`src/rtl/laser_peak_detect_if.sv`:
```
// Pixel-stream input and per-line peak result bundle for laser_peak_detect.
// peak_col widens to 11 bits when LASER_PEAK_HALF_PX_EN is defined.
interface laser_peak_detect_if;
`ifdef LASER_PEAK_HALF_PX_EN
  localparam int COL_OUT_W = 11;
`else
  localparam int COL_OUT_W = 10;
`endif

  logic [7:0]           px_in;
  logic [2:0]           fvh_in;
  logic                 dv_in;
  logic [COL_OUT_W-1:0] peak_col;
  logic [9:0]           peak_row;
  logic [7:0]           peak_val;
  logic                 peak_found;
  logic                 peak_valid;
  logic                 frame_done;

  modport master (
    output px_in, fvh_in, dv_in,
    input  peak_col, peak_row, peak_val, peak_found, peak_valid, frame_done
  );

  modport slave (
    input  px_in, fvh_in, dv_in,
    output peak_col, peak_row, peak_val, peak_found, peak_valid, frame_done
  );
endinterface

```
`src/rtl/laser_peak_detect.sv`:
```
// Per-line laser peak finder: tracks the row maximum, emits it on hblank rise.
// Optional macro LASER_PEAK_HALF_PX_EN adds half-pixel column refinement.
module laser_peak_detect #(
  parameter int         IMG_WIDTH = 720,
  parameter logic [7:0] THRESHOLD = 8'd40
) (
  input logic                clk,
  input logic                reset,
  laser_peak_detect_if.slave bus
);
`ifdef LASER_PEAK_HALF_PX_EN
  localparam int COL_OUT_W = 11;
`else
  localparam int COL_OUT_W = 10;
`endif
  localparam logic [9:0] COL_MAX = 10'(IMG_WIDTH - 1);
  localparam logic [9:0] ROW_MAX = 10'd1023;

  typedef enum logic [1:0] {SYNC, BLANK, LINE, EMIT} state_t;
  state_t state_q, state_d;

  logic                 hb_q, vb_q;
  logic [9:0]           col_q, col_d, max_col_q, max_col_d, row_q, row_d;
  logic [7:0]           max_q, max_d;
  logic [COL_OUT_W-1:0] peak_col_q, peak_col_d;
  logic [9:0]           peak_row_q, peak_row_d;
  logic [7:0]           peak_val_q, peak_val_d;
  logic                 peak_found_q, peak_found_d;
  logic                 peak_valid_q, frame_done_q, frame_done_d;

  logic accept, hb_rise, vb_rise;
  logic first_px, next_px, emit;
  logic unused_field;

  assign unused_field = bus.fvh_in[2];
  assign accept  = bus.dv_in && (bus.fvh_in[1:0] == 2'b00);
  assign hb_rise = !hb_q && bus.fvh_in[0];
  assign vb_rise = !vb_q && bus.fvh_in[1];

  always_ff @(posedge clk or negedge reset) begin
    if (!reset) state_q <= SYNC;
    else        state_q <= state_d;
  end

  always_comb begin
    state_d = state_q;
    case (state_q)
      SYNC:    if (bus.fvh_in[0]) state_d = BLANK;
      BLANK:   if (accept)        state_d = LINE;
      LINE:    if (hb_rise)       state_d = EMIT;
      EMIT:                       state_d = BLANK;
      default:                    state_d = SYNC;
    endcase
  end

  // A line opens on its first accepted pixel; later pixels past the last column are dropped.
  always_comb begin
    first_px = (state_q == BLANK) && accept;
    next_px  = (state_q == LINE) && accept && (col_q < COL_MAX);
    emit     = (state_q == LINE) && hb_rise;
  end

  always_comb begin
    col_d     = col_q;
    max_d     = max_q;
    max_col_d = max_col_q;
    if (first_px) begin
      col_d     = '0;
      max_d     = bus.px_in;
      max_col_d = '0;
    end else if (next_px) begin
      col_d = col_q + 10'd1;
      if (bus.px_in > max_q) begin
        max_d     = bus.px_in;
        max_col_d = col_q + 10'd1;
      end
    end
  end

`ifdef LASER_PEAK_HALF_PX_EN
  logic [7:0] prev_q, prev_d, left_q, left_d, right_q, right_d;
  logic       need_right_q, need_right_d;

  function automatic logic [10:0] half_px_col(input logic [9:0] col,
                                              input logic [7:0] l,
                                              input logic [7:0] r);
    logic [10:0] base;
    base = {col, 1'b0};
    if (l > r)      return base - 11'd1;
    else if (r > l) return base + 11'd1;
    else            return base;
  endfunction

  // Left neighbour latches on each new maximum; right waits for the next accepted pixel.
  always_comb begin
    prev_d       = prev_q;
    left_d       = left_q;
    right_d      = right_q;
    need_right_d = need_right_q;
    if (first_px) begin
      prev_d       = bus.px_in;
      left_d       = '0;
      right_d      = '0;
      need_right_d = 1'b1;
    end else if (next_px) begin
      prev_d = bus.px_in;
      if (bus.px_in > max_q) begin
        left_d       = prev_q;
        right_d      = '0;
        need_right_d = 1'b1;
      end else if (need_right_q) begin
        right_d      = bus.px_in;
        need_right_d = 1'b0;
      end
    end
  end

  always_ff @(posedge clk or negedge reset) begin
    if (!reset) begin
      prev_q       <= '0;
      left_q       <= '0;
      right_q      <= '0;
      need_right_q <= 1'b0;
    end else begin
      prev_q       <= prev_d;
      left_q       <= left_d;
      right_q      <= right_d;
      need_right_q <= need_right_d;
    end
  end

  assign peak_col_d = emit ? half_px_col(max_col_q, left_q, right_q) : peak_col_q;
`else
  assign peak_col_d = emit ? max_col_q : peak_col_q;
`endif

  // Row index is captured pre-clear, so a coincident vblank still reports the last row.
  always_comb begin
    row_d        = row_q;
    frame_done_d = 1'b0;
    peak_row_d   = emit ? row_q : peak_row_q;
    peak_val_d   = emit ? max_q : peak_val_q;
    peak_found_d = emit ? (max_q >= THRESHOLD) : peak_found_q;
    if (emit && (row_q != ROW_MAX)) row_d = row_q + 10'd1;
    if (vb_rise) begin
      row_d        = '0;
      frame_done_d = (state_q != SYNC) && (row_q != 10'd0);
    end
  end

  always_ff @(posedge clk or negedge reset) begin
    if (!reset) begin
      hb_q         <= 1'b0;
      vb_q         <= 1'b0;
      col_q        <= '0;
      max_q        <= '0;
      max_col_q    <= '0;
      row_q        <= '0;
      peak_col_q   <= '0;
      peak_row_q   <= '0;
      peak_val_q   <= '0;
      peak_found_q <= 1'b0;
      peak_valid_q <= 1'b0;
      frame_done_q <= 1'b0;
    end else begin
      hb_q         <= bus.fvh_in[0];
      vb_q         <= bus.fvh_in[1];
      col_q        <= col_d;
      max_q        <= max_d;
      max_col_q    <= max_col_d;
      row_q        <= row_d;
      peak_col_q   <= peak_col_d;
      peak_row_q   <= peak_row_d;
      peak_val_q   <= peak_val_d;
      peak_found_q <= peak_found_d;
      peak_valid_q <= emit;
      frame_done_q <= frame_done_d;
    end
  end

  assign bus.peak_col   = peak_col_q;
  assign bus.peak_row   = peak_row_q;
  assign bus.peak_val   = peak_val_q;
  assign bus.peak_found = peak_found_q;
  assign bus.peak_valid = peak_valid_q;
  assign bus.frame_done = frame_done_q;
endmodule

```
`src/flat_wrapper.sv`:
```
// flat-port wrapper written by rule: the top's interface ports become plain ports
module laser_peak_detect_flat 
#(
  parameter int         IMG_WIDTH = 720,
  parameter logic [7:0] THRESHOLD = 8'd40
)
  (clk, reset, bus_px_in, bus_fvh_in, bus_dv_in, bus_peak_col, bus_peak_row, bus_peak_val, bus_peak_found, bus_peak_valid, bus_frame_done);
  laser_peak_detect_if bus_i ();
  input logic clk;
  input logic reset;
  input wire logic [$bits(bus_i.px_in)-1:0] bus_px_in;
  input wire logic [$bits(bus_i.fvh_in)-1:0] bus_fvh_in;
  input wire logic [$bits(bus_i.dv_in)-1:0] bus_dv_in;
  output wire logic [$bits(bus_i.peak_col)-1:0] bus_peak_col;
  output wire logic [$bits(bus_i.peak_row)-1:0] bus_peak_row;
  output wire logic [$bits(bus_i.peak_val)-1:0] bus_peak_val;
  output wire logic [$bits(bus_i.peak_found)-1:0] bus_peak_found;
  output wire logic [$bits(bus_i.peak_valid)-1:0] bus_peak_valid;
  output wire logic [$bits(bus_i.frame_done)-1:0] bus_frame_done;
  assign bus_i.px_in = bus_px_in;
  assign bus_i.fvh_in = bus_fvh_in;
  assign bus_i.dv_in = bus_dv_in;
  assign bus_peak_col = bus_i.peak_col;
  assign bus_peak_row = bus_i.peak_row;
  assign bus_peak_val = bus_i.peak_val;
  assign bus_peak_found = bus_i.peak_found;
  assign bus_peak_valid = bus_i.peak_valid;
  assign bus_frame_done = bus_i.frame_done;
  laser_peak_detect #(.IMG_WIDTH(IMG_WIDTH), .THRESHOLD(THRESHOLD)) u_core (.clk(clk), .reset(reset), .bus(bus_i));
endmodule
```
`config.mk`:
```
export PLATFORM = sky130hd
export DESIGN_NAME = laser_peak_detect_flat
export DESIGN_NICKNAME = d
export VERILOG_FILES = /design/src/rtl/laser_peak_detect_if.sv /design/src/rtl/laser_peak_detect.sv /design/src/flat_wrapper.sv
export SDC_FILE = /design/constraint.sdc
export NUM_CORES = 1
export LEC_CHECK = 0
export ABC_AREA = 1
export CAP_MARGIN = 25
export CORE_MARGIN = 2
export CORE_UTILIZATION = 30
export CTS_CLUSTER_SIZE = 30
export DETAILED_ROUTE_END_ITERATION = 12
export PLACE_DENSITY_LB_ADDON = 0.15
export SLEW_MARGIN = 5
export SYNTH_ARGS = -nofsm -noshare
export SYNTH_HDL_FRONTEND = slang
export SYNTH_SLANG_ARGS = --single-unit
```
`constraint.sdc`:
```
create_clock -name clk -period 2.04 [get_ports clk]
set_clock_uncertainty 0.1 [all_clocks]
set_input_delay 0.408 -clock clk [delete_from_list [all_inputs] [get_ports clk]]
set_output_delay 0.408 -clock clk [all_outputs]
set_load 0.02 [all_outputs]
```
# [Word level (Yosys, flattened, before mapping)]
# Cells that the tools add are included.
[totals] reg_bits=73 in_bits=14 out_inout_bits=31 word_cells=60
[classes] add_sub_neg=2 magnitude_cmp=3 n_eq_ne=7 mux=15 reduce_logical=20
[ops] cell="two-way mux 10 bit" count=7
[ops] cell="two-way mux 8 bit" count=3
[ops] cell="adder 10 x 1 -> 10 bit (second input constant)" count=2
[ops] cell="less-than comparator 10 bit (second input constant)" count=1
[ops] cell="inequality test 10 bit (second input constant)" count=1
[ops] cell="nonzero test 10 bit" count=1
[ops] cell="logical AND 1 bit" count=9
[ops] cell="greater-or-equal comparator 8 x 6 -> 1 bit (second input constant)" count=1
[ops] cell="greater-than comparator 8 bit" count=1
[ops] cell="case mux 2 bit (4 select lines)" count=1
[ops] cell="nonzero test 2 bit" count=4
[ops] cell="two-way mux 2 bit" count=3
[ops] cell="equality test 2 bit (second input constant)" count=2
[ops] cell="zero test 2 bit" count=2
[ops] cell="inequality test 2 x 1 -> 1 bit (second input constant)" count=2
[ops] cell="AND reduction 3 bit" count=1
[ops] cell="equality test 2 x 1 -> 1 bit (second input constant)" count=1
[ops] cell="zero test 1 bit" count=2
[ops] cell="inequality test 2 bit (second input constant)" count=1
[ops] cell="AND reduction 2 bit" count=1
[ops] cell="two-way mux 1 bit" count=1

# [Depth between registers and ports, before layout]
[depth] word_depth=6 mapped_depth=15 ltp_nobuf=14

# [Worst setup path before layout]
# OpenSTA, ideal clock, no wires.
[synth_path] kind="input -> register" start="input bus_px_in[7]" end="register u_core.max_col_q[6]" setup_time_ps=117 t_arrival_ps=1501 t_required_ps=1823 setup_slack_ps=322 path_stages=11 path_buffers=1 cell_sequence="ha_1 > nand2_1 > nor2_1 > nand2_1 > nand2_1 > nand2_1 > nand2_2 > nand2_4 > buf_6 > nand2_1 > nand2_1"
[synth_via] elab_chain_cells=3
[synth_rtl] item="from (decl)" line_no="flat_wrapper.sv:11" rtl="input wire logic [$bits(bus_i.px_in)-1:0] bus_px_in;"
[synth_rtl] item="greater-than comparator 8 bit" line_no="laser_peak_detect.sv:73" rtl="if (bus.px_in > max_q) begin"
[synth_rtl] item="nonzero test 2 bit (no source line)"
[synth_rtl] item="AND reduction 2 bit (no source line)"
[synth_rtl] item="to (signal assigned)" line_no="laser_peak_detect.sv:170" rtl="max_col_q <= max_col_d;"
[synth_rtl] item="to (decl)" line_no="laser_peak_detect.sv:23" rtl="logic [9:0] col_q, col_d, max_col_q, max_col_d, row_q, row_d;"
# No other way between the ends.
# A chain may end at the register's enable or synchronous reset.

# [Final worst setup path]
[layout_path] start="input bus_px_in[5]" end="register u_core.max_q[5]"
[layout_via] elab_chain_cells=3 word_cells_on_any_way=6 classes_between="order compare: 1; mux: 3; reduce/logical: 2"
[layout_rtl] item="greater-than comparator 8 bit / two-way mux 8 bit (equally long branches)" line_no="laser_peak_detect.sv:73"
[layout_rtl] item="nonzero test 2 bit (no source line) / two-way mux 8 bit (equally long branches)"
[layout_rtl] item="AND reduction 2 bit (no source line) / two-way mux 8 bit (equally long branches)"
[layout_rtl] item="to (signal assigned)" line_no="laser_peak_detect.sv:169" rtl="max_q <= max_d;"
[layout_rtl] item="to (decl)" line_no="laser_peak_detect.sv:24" rtl="logic [7:0] max_q, max_d;"
# Parallel ways exist; a longest one is shown, timed or not. The select of a mux whose other input is x is not followed.

==> flow_summary.ini <==
[global_routing]
grt_overflow = 0
grt_pass1_vias = 2897
antenna_found_initial = 0
grtUsageTotal_pct = 13.7
grt_pass1_wl_um = 13800
grt_start_max_net_pins = 74

[synthesis]
synthTopCellsByArea = dfrtp_1 51%, nand2_1 15%, ha_1 5.2%
synth_area_sq_um = 3590
synth_ff_type = dfrtp_1
postSynthCellCount = 426
yosysSeqAreaShare_pct = 50.9
async_flop_share_pct = 100
syn-num-nets = 455
syn_area_per_cell_sq_um = 8.43
ys_types = 30
synth_top_area_share_pct = 50.9
ys_ff_latch = 73
yosysWarningCount = 0
synth_top_area_cell = dfrtp_1
synth_edf_count = 0

[power]
p_leak_nw = 2.31
peakVddDrop_mv = 0.538
power_frac_seq_pct = 36.0
cellPowerDensity_nw_per_um2 = 1300
power_frac_comb_pct = 34.1
clockPowerShare_pct = 29.9
p_sw_share_pct = 34.2
p_switching_mw = 2.08
intPower_mw = 4.00

[cts]
clk_latency_ns = 0.33
ctsRootBufferMaster = clkbuf_16
clockBufferDepth = 2
clk_pin_slew_ns = 0.06
cts_resized = 0
postCtsSetupBuffers = 0
cts_tree = done
cts_made_buffers = 9
hold_buffers = 0
cts_sinks = 73
cts.htree.levels = 3

[timing]
fin_crit_ns = 1.94
fmax_mhz = 516
hold_ws_ns = -0.0108
fin_crit_sh_pct = 95.1
worstMarginPinSlew_ns = 0.400
timing.final.max_slew_violations = 0
rsz0062_at_grt = no
setup_tns_ns = 0
setup_viol = 0
hold_viol_final = 3
relSlewSlack_pct = 73.3

[critical_path]
cp_max_fo = 8
crit_chain = clkdlybuf4s50_1 -> ha_1 -> a21oi_1 -> nor2_1 -> nor2_1 -> nand2_1 -> nand2_2 -> nand2_2 -> buf_4 -> nand3_1 -> nand2_1
required_ns = 2.16
critPathArrivalTime_ns = 2.06
cpPeakStageDelay_ns = 0.44
worst_r2r_startpoint = u_core.max_q[7]
worst_setup_path_start_kind = input port
critical_path_class = input port to flop
r2r_cells = 10
crit_start = bus_px_in[5]
timing.rr.end = u_core.max_q[5]
crit_slowest_cell = clkdlybuf4s50_1
endpoint_kind = flop
rrSetupSlack_ns = 0.19
cp-endpoint = u_core.max_q[5]

[drt]
drtAntennaViolNets = 0
routedWlPerCell_um = 12.6
drt-pass1-iter-count = 4
num_vias = 2888
drc_errors = 0
avgViaCountPerCell = 4.53
drt_iter0_drc = 219
routed_wl_um = 8030

[cells_and_area]
syn2layout_area_growth_pct = 30.0
fin_nets = 518
drive_above_1_share_pct = 12.8
fin_util_pct = 40.3
diodes = 0

[floorplan]
rows = 39
start_util_pct = 31.0
ioPinCount = 45
die_w_um = 113
die_area_sq_um = 12900
die_h_um = 113
coreArea_sq_um = 11600

[placement]
io_buffer_count = 43
place_hpwl_um = 5720
place_congestion = 0.807

[run_status]
violations = negative hold slack
status = finished, violations left

[run]
cap_violations = 0

[hold_path]
hold_class = input port to async pin
-- cell usage in the layout, fill, tap and decap left out, drive strengths merged, types with 7 or more instances in the layout --
| master | instances |
|---|---|
| nand2 | 149 |
| dfrtp | 73 |
| inv | 47 |
| clkdlybuf4s50 | 42 |
| o21ai | 40 |
| nand3 | 35 |
| nor2 | 22 |
| buf | 22 |
| ha | 15 |
| clkbuf | 11 |
| a21oi | 8 |
| nand4 | 7 |
| nor3 | 7 |
-- layer usage --
| layer | vias to the layer above | track usage, % | part of all wire, % |
|---|---|---|---|
| li1 | 1485 | - | - |
| met1 | 1336 | 18.5 | 49 |
| met5 | - | 0 | 0 |
| met2 | 58 | 20.8 | 44 |
| met3 | 9 | 3.29 | 4.2 |
| met4 | 0 | 6.59 | 2.1 |
-- per-stage QoR --
step / std cells / hold WS, ns / area (sq um) / setup WS (ns) / power (mW)
2_1_floorplan: 426 / 0.0124 / 3590 / 0.322 / 3.44
3_3_place_gp: 621 / 0.355 / 4310 / -0.236 / 4.26
3_5_place_dp: 621 / 0.359 / 4310 / -0.262 / 4.30
4_1_cts: 637 / 0.0201 / 4650 / 0.0857 / 6.16
5_1_grt: 637 / 0.0332 / 4670 / 0.00454 / 6.57
6_report: 637 / -0.0108 / 4670 / 0.101 / 6.08
-- worst max-delay path, delay by kind of cell --
family	cells	cell delay, ns
buffers and inverters	2	0.63
AO/OA/AOI/OAI	1	0.13
adder cells (fa/ha/maj)	1	0.32
AND/OR/NAND/NOR	7	0.57
-- registers in the layout, indices dropped and copies added, names as in the netlist --
| signal | cells |
|---|---|
| u_core.bus.frame_done | 1 |
| u_core.bus.peak_col | 10 |
| u_core.bus.peak_found | 1 |
| u_core.bus.peak_row | 10 |
| u_core.bus.peak_val | 8 |
| u_core.bus.peak_valid | 1 |
| u_core.col_q | 10 |
| u_core.hb_q | 1 |
| u_core.max_col_q | 10 |
| u_core.max_q | 8 |
| u_core.row_q | 10 |
| u_core.state_q | 2 |
| u_core.vb_q | 1 |
-- cells by family (layout without fill, tap and decap cells) --
logic type,Yosys count,after routing,share of synthesized area (%)
flip-flops,73,73,50.9
AO/OA/AOI/OAI,52,52,8.23
buffers and inverters,60,128,7.70
adder cells (fa/ha/maj),15,15,5.23
XOR/XNOR,3,3,0.732
AND/OR/NAND/NOR,223,223,27.2
-- cell usage after synthesis, types with 4 or more instances --
library cell,n
a21oi_1,8
buf_6,5
dfrtp_1,73
ha_1,15
inv_1,43
inv_2,4
nand2_1,142
nand2_4,4
nand3_1,34
nand4_1,7
nor2_1,21
nor3_1,5
o21ai_0,18
o21ai_1,15
o21ai_2,7
-- layout make-up --
cell class | count | area (sq um)
clock buffer | 11 | 243
fill | 1193 | 6900
tap | 143 | 179
multi-input combinational | 293 | 1500
clock inverter | 5 | 103
timing repair buffer | 64 | 633
inverter | 48 | 184
sequential | 73 | 1830
-- power by group through the flow --
stage,Clock (mW),Sequential (mW),Combinational [mW]
floorplan,0,2.40,1.04
global placement,0,2.21,2.05
detailed placement,0,2.22,2.08
CTS,1.87,2.20,2.09
global route,1.95,2.27,2.35
finish,1.82,2.19,2.07
-- worst min-delay path by stage --
stage	startpoint	endpoint	cells past startpoint
2_1_floorplan	reset	u_core.bus.frame_done	0
3_3_place_gp	u_core.max_col_q[9]	u_core.max_col_q[9]	2
3_5_place_dp	u_core.max_q[1]	u_core.max_q[1]	2
4_1_cts	reset	u_core.bus.peak_val[1]	2
5_1_grt	reset	u_core.bus.peak_val[2]	2
6_report	reset	u_core.bus.peak_val[1]	2
No activity file was read; power rests on OpenSTA's default activity.
